<file path="config.mk">
export PLATFORM = sky130hd
export DESIGN_NAME = aux_xact
export DESIGN_NICKNAME = d
export VERILOG_FILES = /design/src/rtl/aux_xact.sv
export SDC_FILE = /design/constraint.sdc
export NUM_CORES = 1
export LEC_CHECK = 0
export ABC_CLOCK_PERIOD_IN_PS = 2600
export BUFFER_PORTS_ARGS = -buffer_cell sky130_fd_sc_hd__buf_2
export CAP_MARGIN = 20
export CORE_MARGIN = 5
export CORE_UTILIZATION = 57
export CTS_CLUSTER_SIZE = 16
export DETAILED_ROUTE_END_ITERATION = 12
export PLACE_DENSITY = 0.8
export SYNTH_ARGS = -nofsm -noshare
export SYNTH_HDL_FRONTEND = slang
export SYNTH_SLANG_ARGS = --single-unit
</file>
<file path="constraint.sdc">
create_clock -name clk -period 2.6 [get_ports clk]
set_input_delay 0.13 -clock clk [delete_from_list [all_inputs] [get_ports clk]]
set_output_delay 0.13 -clock clk [all_outputs]
set_load 0.02 [all_outputs]
</file>
<file path="src/rtl/aux_xact.sv">
// aux_xact: native AUX request/reply engine between the register block and a byte-level AUX PHY.
// Sends one-byte read/write requests, parses the reply and retries on DEFER, timeout or PHY error.
`timescale 1ns/1ps
module aux_xact #(
    parameter int TIMEOUT  = 40000,
    parameter int RETRYGAP = 5000,
    parameter int MAXRETRY = 7
) (
    input  logic        clk,
    input  logic        rstn,
    input  logic [19:0] auxaddr,
    input  logic [7:0]  auxwdata,
    input  logic        auxwr,
    input  logic        auxreq,
    output logic        auxack,
    output logic        auxerr,
    output logic [7:0]  auxrdata,
    output logic [7:0]  txdata,
    output logic        txvalid,
    output logic        txlast,
    input  logic        txready,
    input  logic [7:0]  rxdata,
    input  logic        rxvalid,
    input  logic        rxlast,
    input  logic        rxerr,
    output logic [2:0]  retries,
    output logic        busy
);
    localparam int CNTMAX = (TIMEOUT > RETRYGAP) ? TIMEOUT : RETRYGAP;
    localparam int CW = $clog2(CNTMAX + 1);
    localparam logic [CW-1:0] TMO_LOAD = CW'(TIMEOUT);
    localparam logic [CW-1:0] GAP_LOAD = CW'(RETRYGAP);
    localparam logic [2:0]    MAXR     = 3'(MAXRETRY);

    typedef enum logic [2:0] {
        IDLE  = 3'd0,
        SEND  = 3'd1,
        WAIT  = 3'd2,
        RECV  = 3'd3,
        GAP   = 3'd4,
        ACKED = 3'd5
    } state_t;

    state_t          state_r;
    logic [19:0]     addr_r;
    logic [7:0]      wdata_r;
    logic            wr_r;
    logic [2:0]      idx_r;
    logic [CW-1:0]   cnt_r;
    logic [3:0]      code_r;
    logic [7:0]      data_r;
    logic            have_data_r;

    logic [3:0]      code_s;
    logic            fail_s;
    logic            give_up_s;
    logic            done_s;
    logic            done_err_s;
    logic            done_rd_s;
    logic [7:0]      done_data_s;
    logic [2:0]      last_idx_s;

    // Request packet: {cmd, addr[19:16]}, addr[15:8], addr[7:0], length-1, then the write byte.
    function automatic logic [7:0] req_byte(input logic [2:0] idx, input logic wr,
                                            input logic [19:0] addr, input logic [7:0] wdata);
        logic [7:0] b;
        case (idx)
            3'd0:    b = {(wr ? 4'b1000 : 4'b1001), addr[19:16]};
            3'd1:    b = addr[15:8];
            3'd2:    b = addr[7:0];
            3'd3:    b = 8'h00;
            3'd4:    b = wdata;
            default: b = 8'h00;
        endcase
        return b;
    endfunction

    assign last_idx_s = wr_r ? 3'd4 : 3'd3;

    // Classify the current reply byte (or an expired timer) into retry or completion outcomes.
    always_comb begin
        code_s      = (state_r == WAIT) ? rxdata[7:4] : code_r;
        fail_s      = 1'b0;
        done_s      = 1'b0;
        done_err_s  = 1'b0;
        done_rd_s   = 1'b0;
        done_data_s = have_data_r ? data_r : rxdata;
        if ((state_r == WAIT || state_r == RECV) && rxvalid) begin
            if (rxerr) begin
                fail_s = 1'b1;
            end else if (rxlast) begin
                case (code_s)
                    4'b0000: begin
                        done_s = 1'b1;
                        if (wr_r) begin
                            done_err_s = 1'b0;
                        end else if (state_r == RECV) begin
                            done_rd_s = 1'b1;
                        end else begin
                            // read ACK that ends on its code byte carries no data
                            done_err_s = 1'b1;
                        end
                    end
                    4'b0001: begin
                        done_s     = 1'b1;
                        done_err_s = 1'b1;
                    end
                    4'b0010: fail_s = 1'b1;
                    default: begin
                        done_s     = 1'b1;
                        done_err_s = 1'b1;
                    end
                endcase
            end else begin
                fail_s = 1'b0;
            end
        end else if (state_r == WAIT && cnt_r == CW'(1)) begin
            fail_s = 1'b1;
        end else begin
            fail_s = 1'b0;
        end
        give_up_s = fail_s && (retries >= MAXR);
    end

    // Transaction sequencer driving every registered output.
    always_ff @(posedge clk or negedge rstn) begin
        if (!rstn) begin
            state_r     <= IDLE;
            addr_r      <= 20'h00000;
            wdata_r     <= 8'h00;
            wr_r        <= 1'b0;
            idx_r       <= 3'd0;
            cnt_r       <= '0;
            code_r      <= 4'h0;
            data_r      <= 8'h00;
            have_data_r <= 1'b0;
            auxack      <= 1'b0;
            auxerr      <= 1'b0;
            auxrdata    <= 8'h00;
            txdata      <= 8'h00;
            txvalid     <= 1'b0;
            txlast      <= 1'b0;
            retries     <= 3'd0;
            busy        <= 1'b0;
        end else begin
            auxack <= 1'b0;
            case (state_r)
                IDLE: begin
                    if (auxreq) begin
                        addr_r  <= auxaddr;
                        wdata_r <= auxwdata;
                        wr_r    <= auxwr;
                        retries <= 3'd0;
                        idx_r   <= 3'd0;
                        txdata  <= req_byte(3'd0, auxwr, auxaddr, auxwdata);
                        txvalid <= 1'b1;
                        txlast  <= 1'b0;
                        busy    <= 1'b1;
                        state_r <= SEND;
                    end
                end
                SEND: begin
                    if (txready) begin
                        if (txlast) begin
                            txvalid <= 1'b0;
                            txlast  <= 1'b0;
                            cnt_r   <= TMO_LOAD;
                            state_r <= WAIT;
                        end else begin
                            idx_r  <= idx_r + 3'd1;
                            txdata <= req_byte(idx_r + 3'd1, wr_r, addr_r, wdata_r);
                            txlast <= ((idx_r + 3'd1) == last_idx_s);
                        end
                    end
                end
                WAIT, RECV: begin
                    if (done_s || give_up_s) begin
                        auxack  <= 1'b1;
                        auxerr  <= give_up_s | done_err_s;
                        if (done_rd_s) begin
                            auxrdata <= done_data_s;
                        end
                        state_r <= ACKED;
                    end else if (fail_s) begin
                        retries <= retries + 3'd1;
                        cnt_r   <= GAP_LOAD;
                        state_r <= GAP;
                    end else if (state_r == WAIT) begin
                        if (rxvalid) begin
                            code_r      <= rxdata[7:4];
                            have_data_r <= 1'b0;
                            state_r     <= RECV;
                        end else begin
                            cnt_r <= cnt_r - CW'(1);
                        end
                    end else if (rxvalid && !have_data_r && !wr_r && code_r == 4'b0000) begin
                        data_r      <= rxdata;
                        have_data_r <= 1'b1;
                    end
                end
                GAP: begin
                    if (cnt_r == CW'(1)) begin
                        idx_r   <= 3'd0;
                        txdata  <= req_byte(3'd0, wr_r, addr_r, wdata_r);
                        txvalid <= 1'b1;
                        txlast  <= 1'b0;
                        state_r <= SEND;
                    end else begin
                        cnt_r <= cnt_r - CW'(1);
                    end
                end
                ACKED: begin
                    if (!auxreq) begin
                        busy    <= 1'b0;
                        state_r <= IDLE;
                    end
                end
                default: begin
                    txvalid <= 1'b0;
                    txlast  <= 1'b0;
                    busy    <= 1'b0;
                    state_r <= IDLE;
                end
            endcase
        end
    end
endmodule

</file>
==> impl_metrics.ini <==
[route]
viasPerCell = 6.00
wl_per_cell_um = 16.9
drc = 0
drt_iter0_markers = 256
drt-total-wl_um = 10300
ant_nets = 0
drt-pass1-iter-count = 5
via_count = 3643

[final_layout]
fin_nets = 553
drive_above_1_share = 0.321
area_growth_syn_to_layout_pct = 17.3
n_antenna_cell = 0
nFillCells = 589

[clock_tree]
post_cts_buffers = 0
clkTransAtPathRegs_ns = 0.09
clockBufferDepth = 2
cts_max_level = 3
clock_sinks = 88
cts_tree = built
clk_latency_ns = 0.35
numCtsBuffers = 9
clockRootBuffer = clkbuf_8

[timing]
clock_skew_ns = 0.00796
rsz0062_at_grt = false
fin_setup_tns_ns = 0
report.final.hold_viol_count = 0
relSlewSlack = 0.602
setup_violations = 0
drv_slew = 0
tightest_slew_ns = 0.596
fmax_ghz = 0.423
finalCriticalPeriod_ns = 2.36
min_period_over_period = 0.909
holdWs_ns = 0.00650

[power_and_ir_drop]
power.density_nw_per_um2 = 1110
ir_drop_mv = 0.633
p_leak_nw = 2.40

[logic_synthesis]
synth_cell_types = 63
synth_nets = 473
synth_common_cells = 88 x dfrtp_1, 44 x mux2_2, 41 x nor2_1
yosysMostFrequentCell = dfrtp_1
syn-instance-count = 420
avgSynthCellArea_um2 = 10.7
synth_seq_cells = 88
synth_flop_cell = dfrtp_1
ys_warn_count = 0
yosys.area.top_type = dfrtp_1
async_flop_share = 1.00
synth_edf_count = 0
synth_top_area_frac = 0.489
synth_area_leaders = dfrtp_1 49%, mux2_2 11%, nor2_1 3.4%
ys_seq_area_frac = 0.489
syn_area_um2 = 4500

[global_route]
grt_max_degree = 49
grt_pass1_wl_um = 17800
overflow = 0
grt_pass1_vias = 3759
antenna_found_initial = 0
grtUsageTotal = 0.220

[setup_path]
critPathArrivalTime_ns = 2.60
slowest_delay_ns = 0.47
path_cells = nor2b_1 -> nand3_1 -> o221ai_1 -> o211ai_1 -> buf_4 -> a21oi_1 -> o22ai_1
critPathKind = reg -> reg
cp-end-kind = flop
startpoint_type = flop
cp.required_ns = 2.83
critPathSlowestCell = dfrtp_1
cp_max_fo = 8
r2r_slack_ns = 0.24

[die]
dieHeight_um = 98.9
die_w_um = 98.9
num_rows = 32
io_pins = 68
initial_utilization = 0.582
design.core.area_um2 = 7730
dieArea_um2 = 9770

[hold_path]
min_path_type = in -> reg

[place]
place_congestion = 0.923
place_hpwl_um = 7260
portBuffers = 67

[status]
outcome = complete, no violations

[run]
drv_cap = 0
-- state kept, by name, indices dropped and copies added (netlist names), 3 cells and up --
signal,count
addr_r,20
auxrdata,8
cnt_r,16
code_r,4
data_r,8
idx_r,3
retries,3
state_r,3
txdata,8
wdata_r,8
-- worst paths after layout --
kind | from | endpoint | depth (start not counted)
worst max-delay path | state_r[2]$_DFFE_PN0P_ | cnt_r[8]$_DFFE_PN0P_ | 7
worst min-delay path | auxaddr[4] | addr_r[4]$_DFFE_PN0P_ | 2
worst max register to register | state_r[2]$_DFFE_PN0P_ | cnt_r[8]$_DFFE_PN0P_ | 7
worst min register to register | auxerr$_DFFE_PN0P_ | auxerr$_DFFE_PN0P_ | 2
max in group asynchronous | rstn | cnt_r[10]$_DFFE_PN0P_ | 3
min in group asynchronous | rstn | cnt_r[14]$_DFFE_PN0P_ | 2
-- repair_timing --
item | in CTS | in global routing
hold endpoints to repair | 53 | 1
resized for setup | 0 | 0
hold buffers | 8 | 1
-- final cells by class --
cell class | instances | area (µm²) | area share
Inverter | 13 | 48.8 | 0.00924
Sequential cell | 88 | 2200 | 0.417
Clock inverter | 6 | 65.1 | 0.0123
Clock buffer | 10 | 138 | 0.0261
Multi-Input combinational cell | 297 | 2160 | 0.409
Timing Repair Buffer | 91 | 541 | 0.102
Tap cell | 102 | 128 | 0.0242
-- power by group --
group | switching [mW] | internal (mW) | total, mW | leakage [nW]
clock network | 0.496 | 0.474 | 0.970 | 0.103
registers | 0.396 | 1.87 | 2.27 | 1.11
logic | 1.46 | 1.15 | 2.61 | 1.19
total | 2.35 | 3.50 | 5.85 | 2.40
-- critical path, delay by kind of cell, from the launching register on --
kind            cells  cell delay, ns
flops               1            0.47
compound gates      4            0.84
buf+inv             1            0.24
simple gates        2            0.69
-- kinds of logic (layout without fill, tap and decap cells) --
kind of cell               count (synthesis)  count (layout)  share of synthesized area
AOI/OAI and AO/OA                        104             104                      0.159
muxes                                     56              56                      0.138
adders and majority gates                  9               9                     0.0250
DFF                                       88              88                      0.489
xor gates and xnor gates                   1               1                    0.00195
and+or+nand+nor                          127             127                      0.154
buffers and inverters                     35             120                     0.0325
-- metal layers --
| layer | track usage | up-vias | wire, µm |
|---|---|---|---|
| met5 | 0 | - | 0 |
| met4 | 0.0704 | 0 | 149 |
| met3 | 0.0410 | 15 | 694 |
| met2 | 0.362 | 130 | 5170 |
| met1 | 0.296 | 1771 | 4260 |
| li1 | - | 1727 | - |
-- cells in the final DEF (no fill, tap or decap), drive strengths merged, types with 9 or more instances in the layout --
cell type / synthesis / final
ha: 9 / 9
inv: 13 / 15
nor2: 42 / 42
dfrtp: 88 / 88
clkbuf: 13 / 10
nor4: 10 / 10
nand2: 23 / 23
mux2: 45 / 45
buf: 9 / 82
mux2i: 11 / 11
dlygate4sd3: 0 / 9
a21oi: 28 / 28
o21ai: 25 / 25
-- stage by stage --
stage / instances / power (mW) / cell area, µm² / setup slack [ns] / util
final: 607 / 5.85 / 5280 / 0.235 / 0.683
after global routing: 607 / 6.30 / 5280 / 0.0406 / 0.683
after CTS: 606 / 5.86 / 5270 / 0.249 / 0.682
after detailed placement: 582 / 4.86 / 4990 / 0.277 / 0.645
after global placement: 582 / 4.77 / 4990 / 0.357 / 0.645
after floorplan: 420 / 4.15 / 4500 / 0.505 / -
Power figures use the tool's default switching activity.
